`src/rtl/field_capture_fsm_pkg.sv`:
```
// field_capture_pkg
//   Shared types and helpers for the field_capture_fsm slice: the capture
//   state enum and the counter-width helper used to size word_cnt.
//   Optional feature macro used elsewhere in this slice: FIELD_CAPTURE_MATCH_EN.
package field_capture_pkg;

  typedef enum logic [1:0] {
    IDLE,
    SKIP,
    CAPTURE
  } field_cap_state_t;

  // Width of a counter indexing n items, never narrower than one bit.
  function automatic int cnt_w(input int n);
    int w;
    w = $clog2(n);
    return (w < 1) ? 1 : w;
  endfunction

endpackage

```
`src/rtl/field_capture_fsm_if.sv`:
```
// field_capture_fsm_if
//   Groups the byte-stream inputs and the captured-field outputs of one
//   field_capture_fsm instance.
//   Stream side : start_i, abort_i, offset_i, data_i, valid_i
//   Field side  : field_o, field_valid_o, busy_o, truncated_o
//   FIELD_CAPTURE_MATCH_EN adds match_value_i (in) and match_o (out).
//   Modports: master = stream source / field consumer, slave = the extractor.
interface field_capture_fsm_if #(
  parameter int DATA_IN_W = 8,
  parameter int NUM_WORDS = 6,
  parameter int OFFSET_W  = 11
);

  logic                           start_i;
  logic                           abort_i;
  logic [OFFSET_W-1:0]            offset_i;
  logic [DATA_IN_W-1:0]           data_i;
  logic                           valid_i;
  logic [DATA_IN_W*NUM_WORDS-1:0] field_o;
  logic                           field_valid_o;
  logic                           busy_o;
  logic                           truncated_o;

`ifdef FIELD_CAPTURE_MATCH_EN
  logic [DATA_IN_W*NUM_WORDS-1:0] match_value_i;
  logic                           match_o;

  modport master (
    output start_i, abort_i, offset_i, data_i, valid_i, match_value_i,
    input  field_o, field_valid_o, busy_o, truncated_o, match_o
  );

  modport slave (
    input  start_i, abort_i, offset_i, data_i, valid_i, match_value_i,
    output field_o, field_valid_o, busy_o, truncated_o, match_o
  );
`else
  modport master (
    output start_i, abort_i, offset_i, data_i, valid_i,
    input  field_o, field_valid_o, busy_o, truncated_o
  );

  modport slave (
    input  start_i, abort_i, offset_i, data_i, valid_i,
    output field_o, field_valid_o, busy_o, truncated_o
  );
`endif

endinterface

```
`src/rtl/field_capture_fsm_slot_writer.sv`:
```
// field_slot_writer
//   Staging register for one field: writes wr_data into word slot wr_idx
//   when wr_en is high. MSB_FIRST=1 puts slot 0 in the top slice, 0 puts
//   it in the bottom slice.
//   Ports: clk, rst (async, active-low), wr_en, wr_idx, wr_data,
//          staged_next (staging contents including this cycle's write).
module field_slot_writer
  import field_capture_pkg::*;
#(
  parameter int DATA_IN_W = 8,
  parameter int NUM_WORDS = 6,
  parameter int MSB_FIRST = 1,
  parameter int IDX_W     = cnt_w(NUM_WORDS)
) (
  input  logic                           clk,
  input  logic                           rst,
  input  logic                           wr_en,
  input  logic [IDX_W-1:0]               wr_idx,
  input  logic [DATA_IN_W-1:0]           wr_data,
  output logic [DATA_IN_W*NUM_WORDS-1:0] staged_next
);

  localparam int FW = DATA_IN_W * NUM_WORDS;

  logic [FW-1:0] staged_q;

  function automatic int slot_lsb(input int k);
    return (MSB_FIRST != 0) ? (NUM_WORDS - 1 - k) * DATA_IN_W : k * DATA_IN_W;
  endfunction

  // staged_next is exported so the completing word can be folded into the
  // field in the same cycle it arrives.
  always_comb begin
    staged_next = staged_q;
    if (wr_en) begin
      for (int k = 0; k < NUM_WORDS; k++) begin
        if (wr_idx == IDX_W'(k)) begin
          staged_next[slot_lsb(k) +: DATA_IN_W] = wr_data;
        end
      end
    end
  end

  always_ff @(posedge clk or negedge rst) begin
    if (!rst) begin
      staged_q <= '0;
    end else begin
      staged_q <= staged_next;
    end
  end

endmodule

```
`src/rtl/field_capture_fsm.sv`:
```
// field_capture_fsm
//   Offset-addressed field extractor for a byte stream. Counts valid words
//   from a start beat, skips offset_i words, then packs NUM_WORDS words into
//   field_o, announced by a one-cycle field_valid_o pulse.
//   Ports: clk, rst (async, active-low), bus (field_capture_fsm_if.slave).
//   Optional: FIELD_CAPTURE_MATCH_EN adds a registered compare of the
//   completed field against bus.match_value_i on bus.match_o.
module field_capture_fsm
  import field_capture_pkg::*;
#(
  parameter int DATA_IN_W = 8,
  parameter int NUM_WORDS = 6,
  parameter int OFFSET_W  = 11,
  parameter int MSB_FIRST = 1
) (
  input  logic                 clk,
  input  logic                 rst,
  field_capture_fsm_if.slave   bus
);

  localparam int                CW        = cnt_w(NUM_WORDS);
  localparam int                FW        = DATA_IN_W * NUM_WORDS;
  localparam logic [CW-1:0]     LAST_SLOT = CW'(NUM_WORDS - 1);
  localparam logic [OFFSET_W-1:0] SKIP_MAX = '1;
  localparam bit                SINGLE    = (NUM_WORDS == 1);

  field_cap_state_t     state_q, state_d;
  logic [OFFSET_W-1:0]  skip_cnt_q;
  logic [OFFSET_W-1:0]  offset_q;
  logic [CW-1:0]        word_cnt_q;
  logic [FW-1:0]        field_q;
  logic                 field_valid_q;
  logic                 truncated_q;

  logic                 start_beat;
  logic                 skip_hit;
  logic                 cap_first;
  logic                 wr_en;
  logic [CW-1:0]        wr_idx;
  logic                 complete;
  logic                 truncate;
  logic                 skip_load;
  logic                 skip_inc;
  logic [FW-1:0]        staged_next;

  // Abort beats any start on the same cycle.
  assign start_beat = bus.start_i && bus.valid_i && !bus.abort_i;
  assign skip_hit   = (state_q == SKIP) && (skip_cnt_q == offset_q);

  always_ff @(posedge clk or negedge rst) begin
    if (!rst) begin
      state_q <= IDLE;
    end else begin
      state_q <= state_d;
    end
  end

  // A single-word field completes on its first capture beat, so the
  // capture-start paths go straight back to IDLE in that configuration.
  always_comb begin
    state_d = state_q;
    if (bus.abort_i) begin
      state_d = IDLE;
    end else if (start_beat) begin
      if (bus.offset_i == '0) begin
        state_d = SINGLE ? IDLE : CAPTURE;
      end else begin
        state_d = SKIP;
      end
    end else if (bus.valid_i) begin
      case (state_q)
        SKIP: begin
          if (skip_hit) begin
            state_d = SINGLE ? IDLE : CAPTURE;
          end
        end
        CAPTURE: begin
          if (word_cnt_q == LAST_SLOT) begin
            state_d = IDLE;
          end
        end
        default: ;
      endcase
    end
  end

  // Start is tested before the CAPTURE completion path so a restart on the
  // last word drops the capture instead of publishing it.
  always_comb begin
    cap_first = 1'b0;
    wr_en     = 1'b0;
    wr_idx    = word_cnt_q;
    complete  = 1'b0;
    truncate  = 1'b0;
    skip_load = 1'b0;
    skip_inc  = 1'b0;
    if (bus.abort_i) begin
      truncate = (state_q == CAPTURE);
    end else if (start_beat) begin
      truncate = (state_q == CAPTURE);
      if (bus.offset_i == '0) begin
        cap_first = 1'b1;
        wr_en     = 1'b1;
        wr_idx    = '0;
        complete  = SINGLE;
      end else begin
        skip_load = 1'b1;
      end
    end else if (bus.valid_i) begin
      case (state_q)
        SKIP: begin
          if (skip_hit) begin
            cap_first = 1'b1;
            wr_en     = 1'b1;
            wr_idx    = '0;
            complete  = SINGLE;
          end else begin
            skip_inc = 1'b1;
          end
        end
        CAPTURE: begin
          wr_en    = 1'b1;
          wr_idx   = word_cnt_q;
          complete = (word_cnt_q == LAST_SLOT);
        end
        default: ;
      endcase
    end
  end

  // skip_cnt saturates rather than wrapping so a huge offset can never
  // alias onto a small one.
  always_ff @(posedge clk or negedge rst) begin
    if (!rst) begin
      skip_cnt_q    <= '0;
      offset_q      <= '0;
      word_cnt_q    <= '0;
      field_q       <= '0;
      field_valid_q <= 1'b0;
      truncated_q   <= 1'b0;
    end else begin
      if (skip_load) begin
        offset_q   <= bus.offset_i;
        skip_cnt_q <= OFFSET_W'(1);
      end else if (skip_inc && (skip_cnt_q != SKIP_MAX)) begin
        skip_cnt_q <= skip_cnt_q + OFFSET_W'(1);
      end
      if (wr_en) begin
        if (complete) begin
          word_cnt_q <= '0;
        end else if (cap_first) begin
          word_cnt_q <= CW'(1);
        end else begin
          word_cnt_q <= word_cnt_q + CW'(1);
        end
      end
      if (complete) begin
        field_q <= staged_next;
      end
      field_valid_q <= complete;
      truncated_q   <= truncate;
    end
  end

  field_slot_writer #(
    .DATA_IN_W (DATA_IN_W),
    .NUM_WORDS (NUM_WORDS),
    .MSB_FIRST (MSB_FIRST),
    .IDX_W     (CW)
  ) u_slot_writer (
    .clk         (clk),
    .rst         (rst),
    .wr_en       (wr_en),
    .wr_idx      (wr_idx),
    .wr_data     (bus.data_i),
    .staged_next (staged_next)
  );

`ifdef FIELD_CAPTURE_MATCH_EN
  logic match_q;

  always_ff @(posedge clk or negedge rst) begin
    if (!rst) begin
      match_q <= 1'b0;
    end else if (complete) begin
      match_q <= (staged_next == bus.match_value_i);
    end
  end

  assign bus.match_o = match_q;
`endif

  assign bus.field_o       = field_q;
  assign bus.field_valid_o = field_valid_q;
  assign bus.busy_o        = (state_q != IDLE);
  assign bus.truncated_o   = truncated_q;

endmodule

```
`src/flat_wrapper.sv`:
```
// flat-port wrapper written by rule: the top's interface ports become plain ports
module field_capture_fsm_flat import field_capture_pkg::*;
#(
  parameter int DATA_IN_W = 8,
  parameter int NUM_WORDS = 6,
  parameter int OFFSET_W  = 11,
  parameter int MSB_FIRST = 1
)
  (clk, rst, bus_start_i, bus_abort_i, bus_offset_i, bus_data_i, bus_valid_i, bus_field_o, bus_field_valid_o, bus_busy_o, bus_truncated_o);
  field_capture_fsm_if #(.DATA_IN_W(DATA_IN_W), .NUM_WORDS(NUM_WORDS), .OFFSET_W(OFFSET_W)) bus_i ();
  input  logic clk;
  input  logic rst;
  input wire logic [$bits(bus_i.start_i)-1:0] bus_start_i;
  input wire logic [$bits(bus_i.abort_i)-1:0] bus_abort_i;
  input wire logic [$bits(bus_i.offset_i)-1:0] bus_offset_i;
  input wire logic [$bits(bus_i.data_i)-1:0] bus_data_i;
  input wire logic [$bits(bus_i.valid_i)-1:0] bus_valid_i;
  output wire logic [$bits(bus_i.field_o)-1:0] bus_field_o;
  output wire logic [$bits(bus_i.field_valid_o)-1:0] bus_field_valid_o;
  output wire logic [$bits(bus_i.busy_o)-1:0] bus_busy_o;
  output wire logic [$bits(bus_i.truncated_o)-1:0] bus_truncated_o;
  assign bus_i.start_i = bus_start_i;
  assign bus_i.abort_i = bus_abort_i;
  assign bus_i.offset_i = bus_offset_i;
  assign bus_i.data_i = bus_data_i;
  assign bus_i.valid_i = bus_valid_i;
  assign bus_field_o = bus_i.field_o;
  assign bus_field_valid_o = bus_i.field_valid_o;
  assign bus_busy_o = bus_i.busy_o;
  assign bus_truncated_o = bus_i.truncated_o;
  field_capture_fsm #(.DATA_IN_W(DATA_IN_W), .NUM_WORDS(NUM_WORDS), .OFFSET_W(OFFSET_W), .MSB_FIRST(MSB_FIRST)) u_core (.clk(clk), .rst(rst), .bus(bus_i));
endmodule
```
`config.mk`:
```
export PLATFORM = sky130hd
export DESIGN_NAME = field_capture_fsm_flat
export DESIGN_NICKNAME = d
export VERILOG_FILES = /design/src/rtl/field_capture_fsm_pkg.sv /design/src/rtl/field_capture_fsm_if.sv /design/src/rtl/field_capture_fsm_slot_writer.sv /design/src/rtl/field_capture_fsm.sv /design/src/flat_wrapper.sv
export SDC_FILE = /design/constraint.sdc
export NUM_CORES = 1
export LEC_CHECK = 0
export ABC_AREA = 1
export CAP_MARGIN = 20
export CORE_MARGIN = 10
export CORE_UTILIZATION = 38
export CTS_CLUSTER_DIAMETER = 80
export CTS_CLUSTER_SIZE = 16
export DETAILED_ROUTE_END_ITERATION = 8
export PLACE_DENSITY = 0.68
export SLEW_MARGIN = 5
export SYNTH_ARGS = -nofsm -noshare
export SYNTH_HDL_FRONTEND = slang
export SYNTH_SLANG_ARGS = --single-unit
```
`constraint.sdc`:
```
create_clock -name clk -period 1.8 [get_ports clk]
set_input_delay 0.36 -clock clk [delete_from_list [all_inputs] [get_ports clk]]
set_output_delay 0.36 -clock clk [all_outputs]
set_load 0.1 [all_outputs]
```
==> After elaboration in Yosys (flattened, before gate mapping) <==
Cells that the tools add are included.
{ "classes": {"eq_ne": 12, "n_addsub": 2, "n_reduce_logical": 12, "n_mux": 48} }
{ "op_table": {"columns": ["operator", "n"], "rows": [
  ["48-bit two-way mux", 1],
  ["8-bit two-way mux", 6],
  ["3-bit two-way mux", 8],
  ["1-bit two-way mux", 23],
  ["11-bit two-way mux", 2],
  ["2-bit two-way mux", 6],
  ["11-bit by 1-bit adder with 11-bit output (second input constant)", 1],
  ["11-bit equality test", 1],
  ["11-bit zero test", 1],
  ["11-bit != test (second input constant)", 1],
  ["3-bit equality test (second input constant)", 3],
  ["4-bit by 2-bit != test with 1-bit output (second input constant)", 2],
  ["3-bit by 2-bit equality test with 1-bit output (second input constant)", 2],
  ["1-bit logical AND", 4],
  ["2-bit one-hot mux with 2 select lines", 1],
  ["4-bit AND reduction", 1],
  ["2-bit nonzero test", 2],
  ["4-bit nonzero test", 1],
  ["3-bit by 1-bit adder with 3-bit output (second input constant)", 1],
  ["3-bit by 1-bit equality test with 1-bit output (second input constant)", 1],
  ["3-bit zero test", 1],
  ["3-bit nonzero test", 1],
  ["2-bit by 1-bit equality test with 1-bit output (second input constant)", 1],
  ["2-bit equality test (second input constant)", 1],
  ["other kinds (2)", 2]
]} }
{ "word_totals": {"out_inout_bits": 51, "regBits": 125, "word_cells": 82} }

==> Logic depth before layout (Yosys ltp) <==
{ "logic_depth": {"depth_word": 10, "depth_mapped": 16, "mapped_depth_nobuf": 16} }

==> Cells and area by module <==
From an unflattened synthesis, not the netlist that was laid out.
{ "hier_totals": {"hier_cells": 664, "hier_area_um2": 5499.0} }
{ "by_module_without_submodules": {"columns": ["module", "seq_area_each_um2", "cells_each", "instances", "area_each_um2"], "rows": [
  ["field_capture_fsm", 1926.8, 447, 1, 3545.9],
  ["field_slot_writer", 1201.2, 217, 1, 1953.1]
]} }

==> Least setup slack after synthesis <==
Ideal clock, no wire load.
{ "synth_path": {"kind": "register -> register", "from": "reg u_core.word_cnt_q[1]", "to": "reg u_core.field_q[0] (netlist: u_core.bus.field_o[0])", "t_required_ps": 1732, "t_arrival_ps": 1764, "period_less_slack_ps": 1832, "slack_ps": -32, "stages_incl_launch_ff": 9, "cell_sequence": "dfrtp_1 inv_1 ha_1 nand3_1 nor2_1 clkbuf_1 clkbuf_1 nand3_1 nand2_1"} }
{ "synth_via": {"elab_chain_len": 8, "word_cells_on_any_way": 14} }
{ "synth_lines": {"columns": ["item", "line", "source"], "rows": [
  ["start, declared", "field_capture_fsm.sv:30", "logic [CW-1:0] word_cnt_q;"],
  ["start signal, assigned", "field_capture_fsm.sv:154", "word_cnt_q <= word_cnt_q + CW'(1);"],
  ["3-bit two-way mux", "field_capture_fsm.sv:112", "if (skip_hit) begin"],
  ["3-bit two-way mux", "field_capture_fsm.sv:110", "case (state_q)"],
  ["3-bit two-way mux", "field_capture_fsm.sv:109", "end else if (bus.valid_i) begin"],
  ["3-bit two-way mux", "field_capture_fsm.sv:99", "end else if (start_beat) begin"],
  ["3-bit two-way mux", "field_capture_fsm.sv:97", "if (bus.abort_i) begin"],
  ["3-bit equality test", "field_capture_fsm_slot_writer.sv:37", "if (wr_idx == IDX_W'(k)) begin"],
  ["8-bit two-way mux", "field_capture_fsm_slot_writer.sv:37", null],
  ["48-bit two-way mux", "field_capture_fsm_slot_writer.sv:35", "if (wr_en) begin"],
  ["end signal, assigned", "field_capture_fsm.sv:158", "field_q <= staged_next;"],
  ["end, declared", "field_capture_fsm.sv:31", "logic [FW-1:0] field_q;"]
]} }
Several ways; a longest one is shown, not always the timed one.
A chain may end at the register's enable or synchronous reset.

==> Final worst setup path <==
{ "layout_path": {"from": "reg u_core.skip_cnt_q[5]", "to": "reg u_core.field_q[38] (netlist: u_core.bus.field_o[38])"} }
{ "layout_via": {"elab_chain_len": 10, "word_cells_on_any_way": 15} }
{ "layout_lines": {"columns": ["item", "line", "source"], "rows": [
  ["start, declared", "field_capture_fsm.sv:28", "logic [OFFSET_W-1:0] skip_cnt_q;"],
  ["start signal, assigned", "field_capture_fsm.sv:146", "skip_cnt_q <= skip_cnt_q + OFFSET_W'(1);"],
  ["11-bit equality test *", "field_capture_fsm.sv:48", "assign skip_hit = (state_q == SKIP) && (skip_cnt_q == offset_q);"],
  ["1-bit logical AND *", "field_capture_fsm.sv:48", null],
  ["3-bit two-way mux", "field_capture_fsm.sv:112", null],
  ["3-bit two-way mux", "field_capture_fsm.sv:110", null],
  ["3-bit two-way mux", "field_capture_fsm.sv:109", null],
  ["3-bit two-way mux", "field_capture_fsm.sv:99", null],
  ["3-bit two-way mux", "field_capture_fsm.sv:97", null],
  ["3-bit by 1-bit equality test with 1-bit output", "field_capture_fsm_slot_writer.sv:37", null],
  ["8-bit two-way mux", "field_capture_fsm_slot_writer.sv:37", null],
  ["48-bit two-way mux *", "field_capture_fsm_slot_writer.sv:35", null]
]} }
Mark *: on every way between the ends. The rest lies on a longest branch, timed or not.

==> flow_summary.toml <==
[sta]
worst_pin_slew_ns = 0.453
rsz0062_at_grt = "yes"
setup_tns_ns = -29.58
setup_ws_ns = -0.402
slew_viol_final = 0
fin_crit_sh_pct = 122
setup_viol = 97
skew_ns = 0.00755
hold_viol = 0
fmax_mhz = 454
final.min_clock_period_ns = 2.20
relSlewSlack_pct = 69.7

[clock_tree]
cts_tree = "built"
cts_num_sinks = 125
clk_pin_slew_ns = 0.06
clock_latency_ns = 0.42
cts_max_level = 4
cts_made_buffers = 17
clock_path_buffers = 2
cts_root_buffer = "clkbuf_16"

[routing]
detail_route.wirelength_um = 16000
dr.pass1.iters = 5
drc_errors = 0
ant_nets = 0
drt_iter0_drc = 291
wl_per_cell_um = 15.6
via_count = 5021
vias_per_cell = 4.90

[synth]
yosys_warnings = 0
ys_types = 34
yosys.area.top_type = "dfrtp_1"
synth_fp_nets = 695
synthFlopType = "dfrtp_1"
yosysTopAreaCellShare_pct = 53.8
ys_seq_area_share_pct = 53.8
synth-edff-count = 0
ys_top_cells_by_area = "dfrtp_1, nand2_1, nand3_1"
syn_avg_cell_area_um2 = 8.75
syn-cell-area_um2 = 5820
synthArstFlopShare_pct = 100
netlist_instances = 665
synthTopCellsByCount = "nand2_1, dfrtp_1, nand3_1"
yosysMostFrequentCell = "nand2_1"
ys_ff_latch = 125

[die]
start_util_pct = 38.5
top_level_ports = 75
fp.dieW_um = 144
die_area_um2 = 20700
core_area_um2 = 15100
row_count = 45
dieHeight_um = 144

[final_layout]
finalInstanceArea_um2 = 9250
n_fill_cell = 1147
multi_input_area_um2 = 2940
stdcell_count = 1024
finish.utilization_pct = 61.3
diodes = 0
seqCellArea_um2 = 3130
areaGrowthSynthToFinish_pct = 59.0
nNetsFinal = 853
drive_gt1_share_pct = 36.2

[critical_path]
cp_common_cell = "nand2_1"
cp_slowest_cell = "dfrtp_1"
critPathCaptureType = "flip-flop"
start_kind = "flip-flop"
cp_cell_sequence = "inv_2, nand2_1, nand2_1, nor2_1, nand2_1, nor2_2, nand4_1, nand2_2, nand2_4, nand2_8, nand2_8, nor2_4, nand2_1, nand3_1, nand2_1"
worstSetupPathType = "flip-flop to flip-flop"
critPathMaxStageDelay_ns = 0.40
crit_start = "u_core.skip_cnt_q[5]"
critPathMaxFanout = 8
ff2ff_path_depth = 15
cp.required_ns = 2.11
r2r_start = "u_core.skip_cnt_q[5]"
r2r-end = "u_core.bus.field_o[38]"
reg2reg_setup_slack_ns = -0.40
crit_arrival_ns = 2.52

[placement]
post_dp_cell_area_um2 = 7800
dpl.cell_count = 975
dp_slack_ns = -0.695
io_buffer_count = 74
dp_hpwl_um = 10300
finalWeightedCongestion = 0.871

[outcome]
status = "finished with violations"
violations = "negative setup slack"

[flow_run]
max_cap_viol_count = 0

[grt]
use_met1_pct = 19.2
antenna_found_initial = 0
met3_usage_pct = 4.65
grt_use_met2_pct = 23.5
top_usage_layer = "met2"
grt_pass1_wl_um = 24700
grt_max_degree = 60
grt_overflow_total = 0
grt_util_all_layers_pct = 15.2
grt_pass1_vias = 5004

[pwr]
p_per_area_nw_per_um2 = 1230
power.leakage_uw = 0.00441
ir_drop_v = 0.000735

[hold_path]
min_path_type = "primary input to async pin"
==> cells in the final DEF (no fill, tap or decap), types with 23 or more instances in the layout <==
cell type,instances
nand3_2,27
nand2_1,158
nand2_4,27
buf_12,62
inv_1,62
and2_1,25
dfrtp_1,125
buf_4,60
nand3_1,47
and2_4,23
==> per-stage QoR <==
| stage | hold WS (ns) | power, µW |
|---|---|---|
| global placement | 0.193 | 7090 |
| CTS | 0.296 | 10900 |
| finish | 0.298 | 11400 |
| detailed placement | 0.191 | 7170 |
| global route | 0.295 | 11900 |
| floorplan | 0.0644 | 5740 |
==> worst max-delay path by stage <==
stage	end	depth (start not counted)	slack [ns]
floorplan	u_core.u_slot_writer.staged_q[0]	12	0.02
global placement	u_core.bus.field_o[33]	15	-0.71
detailed placement	u_core.u_slot_writer.staged_q[29]	14	-0.69
CTS	u_core.bus.field_o[33]	15	-0.20
global route	u_core.bus.field_o[38]	15	-0.53
finish	u_core.bus.field_o[38]	15	-0.40
==> power breakdown <==
group          internal, µW  leakage [µW]  total (µW)  switching, µW
clock                  2250      0.000290        3490           1240
combinational          1880       0.00256        4190           2310
sequential             3330       0.00156        3680            353
==> layer usage <==
metal	vias to the layer above	part of all wire, %
li1	2441	-
met1	2429	44
met2	113	49
met3	38	4.3
met4	0	2.9
met5	-	0
==> worst max-delay path, delay by kind of cell (launching register included) <==
kind	cells	cell delay, ns
buffers and inverters	1	0.06
DFF	1	0.40
and+or+nand+nor	14	1.64
==> cell families (layout without fill, tap and decap cells) <==
group	Yosys count	after routing	synth area share, %
simple gates	380	382	31.1
flops	125	125	53.8
buf+inv	88	257	6.28
compound gates	58	58	6.37
xor+xnor	8	8	1.20
fa+ha+maj	6	6	1.29
==> flip-flops by register name, summed over array words and instances, names as in the netlist <==
name                           flops
u_core.state_q                     2
u_core.bus.field_valid_o           1
u_core.offset_q                   11
u_core.skip_cnt_q                 11
u_core.bus.truncated_o             1
u_core.u_slot_writer.staged_q     48
u_core.bus.field_o                48
u_core.word_cnt_q                  3
==> what timing repair did <==
item	CTS	global route
cloned	1	3
pin swaps	30	60
endpoints found under the hold margin	5	0
hold buffers	1	0
buffers inserted	5	7
endpoints found under the setup margin	105	107
resized for setup	35	141
==> layout make-up <==
| cell class | count | area share (%) |
|---|---|---|
| flip-flops and latches | 125 | 33.8 |
| multi-input cells | 454 | 31.8 |
| repair buffers | 156 | 22.4 |
| clock buffers | 22 | 5.02 |
| inverters | 69 | 2.91 |
| well taps | 188 | 2.54 |
| clock inverters | 10 | 1.49 |
Power figures use the tool's default switching activity.
